--- src/rtl/mat_stream_loader.sv ---
// Frame loader for the matrix-multiply accelerator: forwards A then B through a
// two-entry skid buffer, frames each matrix with tlast, issues start, and waits for the result.
module mat_stream_loader #(
  parameter int DIM_LOG    = 1,
  parameter int DATA_WIDTH = 32
) (
  input  logic                  s00_axi_aclk,
  input  logic                  s00_axi_areset,
  input  logic                  s_axis_tvalid,
  output logic                  s_axis_tready,
  input  logic [DATA_WIDTH-1:0] s_axis_tdata,
  input  logic                  s_axis_tlast,
  output logic                  m_axis_tvalid,
  input  logic                  m_axis_tready,
  output logic [DATA_WIDTH-1:0] m_axis_tdata,
  output logic                  m_axis_tlast,
  output logic                  sel,
  output logic                  start,
  input  logic                  res_tvalid,
  input  logic                  res_tready,
  input  logic                  res_tlast,
  output logic                  busy,
  output logic                  done,
  output logic                  len_err
);

  localparam int SIZE = 2 ** (2 * DIM_LOG);
  localparam int CW   = 2 * DIM_LOG + 1;
  localparam int OW   = 2 * DIM_LOG;

  typedef enum logic [2:0] {
    IDLE,
    LOAD_A,
    LOAD_B,
    START,
    WAIT_RES
  } state_t;

  state_t state_q, state_d;

  logic [CW-1:0] in_cnt_q, in_cnt_d;
  logic [OW-1:0] out_cnt_q, out_cnt_d;
  // in_cnt is one bit short of holding 2*SIZE, so frame completion is its own flag.
  logic          in_full_q, in_full_d;
  logic          pad_q, pad_d;
  logic          len_err_q, len_err_d;
  logic          busy_q;

  logic                  out_valid_q, out_valid_d;
  logic                  out_last_q, out_last_d;
  logic [DATA_WIDTH-1:0] out_data_q, out_data_d;
  logic                  skid_valid_q, skid_valid_d;
  logic                  skid_last_q, skid_last_d;
  logic [DATA_WIDTH-1:0] skid_data_q, skid_data_d;

  logic                  load, room, s_hs, push, pop, res_hs, in_is_last;
  logic                  push_last;
  logic [DATA_WIDTH-1:0] push_data;

  always_comb begin
    load       = (state_q == LOAD_A) || (state_q == LOAD_B);
    room       = load && !skid_valid_q && !in_full_q;
    // While padding, the DMA is held off so the next frame is not swallowed.
    s_axis_tready = room && !pad_q;
    s_hs       = s_axis_tvalid && s_axis_tready;
    push       = s_hs || (room && pad_q);
    push_data  = pad_q ? '0 : s_axis_tdata;
    push_last  = (in_cnt_q[OW-1:0] == OW'(SIZE - 1));
    in_is_last = (in_cnt_q == CW'(2 * SIZE - 1));
    pop        = out_valid_q && m_axis_tready;
    res_hs     = res_tvalid && res_tready && res_tlast;
  end

  // NOTE: every always_comb output gets a default first, so no path can infer a latch.
  always_comb begin
    in_cnt_d  = in_cnt_q;
    out_cnt_d = out_cnt_q;
    in_full_d = in_full_q;
    pad_d     = pad_q;
    len_err_d = len_err_q;
    if (state_q == IDLE) begin
      in_cnt_d  = '0;
      out_cnt_d = '0;
      in_full_d = 1'b0;
      pad_d     = 1'b0;
    end else begin
      if (push) begin
        in_cnt_d = in_cnt_q + CW'(1);
        if (in_is_last) in_full_d = 1'b1;
      end
      if (s_hs && s_axis_tlast && !in_is_last) begin
        len_err_d = 1'b1;
        pad_d     = 1'b1;
      end
      if (s_hs && !s_axis_tlast && in_is_last) len_err_d = 1'b1;
      if (pop) out_cnt_d = out_cnt_q + OW'(1);
    end
  end

  always_comb begin
    out_valid_d  = out_valid_q;
    out_last_d   = out_last_q;
    out_data_d   = out_data_q;
    skid_valid_d = skid_valid_q;
    skid_last_d  = skid_last_q;
    skid_data_d  = skid_data_q;
    if (!out_valid_q || pop) begin
      if (skid_valid_q) begin
        out_valid_d  = 1'b1;
        out_last_d   = skid_last_q;
        out_data_d   = skid_data_q;
        skid_valid_d = 1'b0;
      end else begin
        out_valid_d = push;
        out_last_d  = push && push_last;
        out_data_d  = push ? push_data : out_data_q;
      end
    end else if (push) begin
      // Output stalled: the one word already in flight lands in the skid entry.
      skid_valid_d = 1'b1;
      skid_last_d  = push_last;
      skid_data_d  = push_data;
    end
  end

  always_comb begin
    state_d = state_q;
    unique case (state_q)
      IDLE:     if (s_axis_tvalid) state_d = LOAD_A;
      LOAD_A:   if (pop && out_cnt_q == OW'(SIZE - 1)) state_d = LOAD_B;
      LOAD_B:   if (pop && out_cnt_q == OW'(SIZE - 1)) state_d = START;
      START:    state_d = WAIT_RES;
      WAIT_RES: if (res_hs) state_d = IDLE;
      default:  state_d = IDLE;
    endcase
  end

  // NOTE: sequential state uses non-blocking assignments so every register samples pre-edge values.
  always_ff @(posedge s00_axi_aclk) begin
    if (s00_axi_areset) begin
      state_q      <= IDLE;
      in_cnt_q     <= '0;
      out_cnt_q    <= '0;
      in_full_q    <= 1'b0;
      pad_q        <= 1'b0;
      len_err_q    <= 1'b0;
      busy_q       <= 1'b0;
      out_valid_q  <= 1'b0;
      out_last_q   <= 1'b0;
      skid_valid_q <= 1'b0;
      skid_last_q  <= 1'b0;
    end else begin
      state_q      <= state_d;
      in_cnt_q     <= in_cnt_d;
      out_cnt_q    <= out_cnt_d;
      in_full_q    <= in_full_d;
      pad_q        <= pad_d;
      len_err_q    <= len_err_d;
      busy_q       <= (state_d != IDLE);
      out_valid_q  <= out_valid_d;
      out_last_q   <= out_last_d;
      skid_valid_q <= skid_valid_d;
      skid_last_q  <= skid_last_d;
    end
  end

  // NOTE: data registers carry no reset; they are qualified by the valid flags, which are reset.
  always_ff @(posedge s00_axi_aclk) begin
    out_data_q  <= out_data_d;
    skid_data_q <= skid_data_d;
  end

  always_comb begin
    m_axis_tvalid = out_valid_q;
    m_axis_tdata  = out_data_q;
    m_axis_tlast  = out_valid_q && out_last_q;
    sel           = (state_q == LOAD_B) || (state_q == START) || (state_q == WAIT_RES);
    start         = (state_q == START);
    done          = (state_q == WAIT_RES) && res_hs;
    busy          = busy_q;
    len_err       = len_err_q;
  end

endmodule
--- config.mk ---
export PLATFORM = sky130hd
export DESIGN_NAME = mat_stream_loader
export DESIGN_NICKNAME = d
export VERILOG_FILES = /design/src/rtl/mat_stream_loader.sv
export SDC_FILE = /design/constraint.sdc
export NUM_CORES = 1
export LEC_CHECK = 0
export ABC_AREA = 1
export CAP_MARGIN = 25
export CORE_UTILIZATION = 53
export DETAILED_ROUTE_END_ITERATION = 7
export PLACE_DENSITY = 0.95
export SETUP_SLACK_MARGIN = 0.1
export SYNTH_ARGS = -nofsm -noshare
export SYNTH_HDL_FRONTEND = slang
export SYNTH_SLANG_ARGS = --single-unit
export TNS_END_PERCENT = 100
--- constraint.sdc ---
create_clock -name s00_axi_aclk -period 5.2 [get_ports s00_axi_aclk]
set_input_delay 0.78 -clock s00_axi_aclk [delete_from_list [all_inputs] [get_ports s00_axi_aclk]]
set_output_delay 0.78 -clock s00_axi_aclk [all_outputs]
set_load 0.02 [all_outputs]
==> impl_results.md <==
* Post-synth top area share at 0.560
* Syn avg cell area at 9.89 um^2
* Sequential area share after synthesis at 0.654
* Commonest non-fill, non-tap cells in the layout: nand2_1 (114), clkdlybuf4s50_1 (79), edfxtp_1 (64)
* Via Count at 2691
* Type of the worst setup path: primary input to output pin
* Max Cap Violations at 0
* Hold buffers post-CTS at 0
* Post-CTS setup buffer count at 0
* Initial DRC count at 276
* Antenna diode count at 0
* Compound-Gate Fraction of Synth Area at 0.0310
* PostCTS Resize Cnt at 0
* Post-layout util at 0.755
* Crit path max-delay family: buffers and inverters
* Leading post-synthesis cells by cell area: edfxtp_1 (56%), nand2_1 (12%), dfxtp_1 (9.3%)
* Fmax at 346 MHz
* Synth Register Bits at 80
* Static Leakage at 0.00196 uW
* Syn Nets at 390
* Mux contribution to synthesized area at 0
* HPWL after DPL at 4.97 mm
* Clock skew at 0.00704 ns
* Area growth from synthesis to layout at 34.1%
* Drt via density at 5.29
* Reg2Reg Depth at 5
* Simple-Gate Fraction of Synth Area at 0.221
* Largest family of logic cells by synthesized area: simple AND/OR/NAND/NOR gates
* CP Launch Point: res_tready
* I/O pin cnt at 80
* Synth Warn # at 0
* Largest net degree at the start of global routing at 36
* Post-DR wirelength/cell at 15.6 um
* Multi-input gate area at 918 um^2
* Worst EP arrival at 2.11 ns
* Die X at 82.5 um
* Netlist cell types at 28
* RR Endpoint: m_axis_tdata[11]
* Worst setup path endpoint: done
* FILL cells at 371
* Placed Instances at 492
* Vias in the first global route at 2648
* Relative slew slack at 0.330
* Yosys top cell by area: edfxtp_1
* Initial Utilization at 0.563
* Leading cell type in the layout, fill and taps excluded: nand2_1
* CP Launch Type: primary input
* Power Total at 1540 uW
* WP buf/inv at 2
* Final nets at 472
* CP max stage cell: clkdlybuf4s50_1
* Crit share post-route at 0.556
* WP data required at 4.42 ns
* Unrepaired setup endpoints after global routing: false
* CTS tree: yes
* Ratio of cells with drive above 1 in the final layout at 0.0899
* Crit path largest cell delay at 0.61 ns
* Status: completed
* Fin crit period at 2.89 ns
* Drt first pass iters at 5
* Fin cells at 509
* Storage cell area at 2240 um^2
* Routability congestion estimate from global placement at 0.787
* CTS clk-pin slew, worst paths at 0.08 ns
* Final setup viols at 0
* Endpoint class of the critical path: output pin
* GRT Total Usage at 0.251
* Worst-margin pin slew at 1.00 ns
* R2R Setup Slk at 2.54 ns
* Antenna viol nets, final at 0
* Post-Synthesis Cells at 347
* Number of port buffers at 79
* Num rows at 28
* Cell Area, Synth at 3430 um^2
* Initial antenna violation count at 0
* First-pass GRT wire length at 12.2 mm
* Post-synthesis xor/xnor area fraction at 0.00255
* Maximum clock path buffer count at 2
* Die Height at 82.5 um
* Max VDD drop at 232 uV
* DIE AREA at 6800 um^2
* Critical path peak fanout at 2
* CP cell instances: clkdlybuf4s50_1 -> nand3_1 -> nor2_1 -> clkdlybuf4s50_1
* Core Area at 6100 um^2
* Detailed-route DRC error count at 0
* Num CTS Buffers at 9
* Clk Latency, worst-skew pair at 0.34 ns
* Launch point of the worst reg-to-reg path: skid_valid_q
* Final hold vios at 0
* Grt ovf at 0
* CTS H-Tree Depth at 3
* Clock Sink Count at 80
* Worst path depth at 4
* Post-Synth Adder-Cell Area at 0.0109
* Pwr dens at 336 nW/um^2
* Routed wire length at 7.95 mm
* Hold/Removal Path Class: flop to flop
* Setup TNS at 0 ns
* Cell mode on critical path: clkdlybuf4s50_1
* Clk root buf: clkbuf_8
* Max-slew violations at 0
## cells by family (layout without fill, tap and decap cells)
kind of cell / count (synthesis) / after routing
AND/OR/NAND/NOR: 177 / 177
flip-flops: 80 / 80
buffers and inverters: 68 / 155
AO/OA/AOI/OAI: 18 / 18
adder cells (fa/ha/maj): 3 / 3
XOR/XNOR: 1 / 1
## worst min-delay path, stage by stage (launching register included)
cell	delay, ns
dfxtp_1	0.32
inv_1	0.05
a21oi_1	0.05
## where the power goes
group | total, uW | internal (uW) | switching (uW) | leakage [uW]
Sequential | 740 | 727 | 12.4 | 0.000713
Clock | 591 | 364 | 226 | 0.000131
Combinational | 214 | 92.5 | 121 | 0.00112
Total | 1540 | 1180 | 360 | 0.00196
## through the flow
| step | hold WS (ns) | instance area, um^2 | setup slack, ns |
|---|---|---|---|
| finish | 0.464 | 4600 | 2.31 |
| global route | 0.484 | 4600 | 2.30 |
| CTS | 0.458 | 4570 | 1.82 |
| detailed placement | 0.447 | 4310 | 1.86 |
| global placement | 0.439 | 4260 | 2.05 |
| floorplan | 0.427 | 3430 | 2.27 |
## flip-flops by register name, indices dropped and copies added, names as in the netlist
register	flops
busy	1
in_cnt_q	3
in_full_q	1
len_err	1
m_axis_tdata	32
m_axis_tvalid	1
out_cnt_q	2
out_last_q	1
pad_q	1
skid_data_q	32
skid_last_q	1
skid_valid_q	1
state_q	3
## synthesized netlist by cell type, drive strengths merged
cell type  number
nand2         119
edfxtp         64
inv            57
nor2           48
dfxtp          16
a21oi           8
buf             8
o21ai           7
nand3           5
nand4           4
clkbuf          3
ha              3
a41oi           1
nor3            1
o211ai          1
o21a            1
xor2            1
## routing by layer
| metal | part of all wire | global-route usage | vias to the layer above |
|---|---|---|---|
| met4 | 0.024 | 0.116 | 0 |
| met5 | 0 | 0 | - |
| met2 | 0.53 | 0.431 | 132 |
| li1 | - | - | 1257 |
| met3 | 0.068 | 0.0648 | 20 |
| met1 | 0.38 | 0.296 | 1282 |
## cell type report
class | count | area share
clock buffer | 9 | 0.0269
clock inverter | 7 | 0.0291
inverter | 57 | 0.0465
multi-input combinational | 199 | 0.200
sequential | 80 | 0.487
tap | 75 | 0.0204
timing repair buffer | 82 | 0.190
## worst min path at each step
stage	from	end	slack, ns	depth (start not counted)
6_report	in_cnt_q[2]	in_cnt_q[2]	0.46	2
4_1_cts	in_cnt_q[2]	in_cnt_q[2]	0.46	2
2_1_floorplan	in_cnt_q[1]	in_cnt_q[1]	0.43	2
3_5_place_dp	in_cnt_q[2]	in_cnt_q[2]	0.45	2
3_3_place_gp	in_cnt_q[1]	in_cnt_q[1]	0.44	2
5_1_grt	in_cnt_q[2]	in_cnt_q[2]	0.48	2
(Power assumes the default switching activity.)
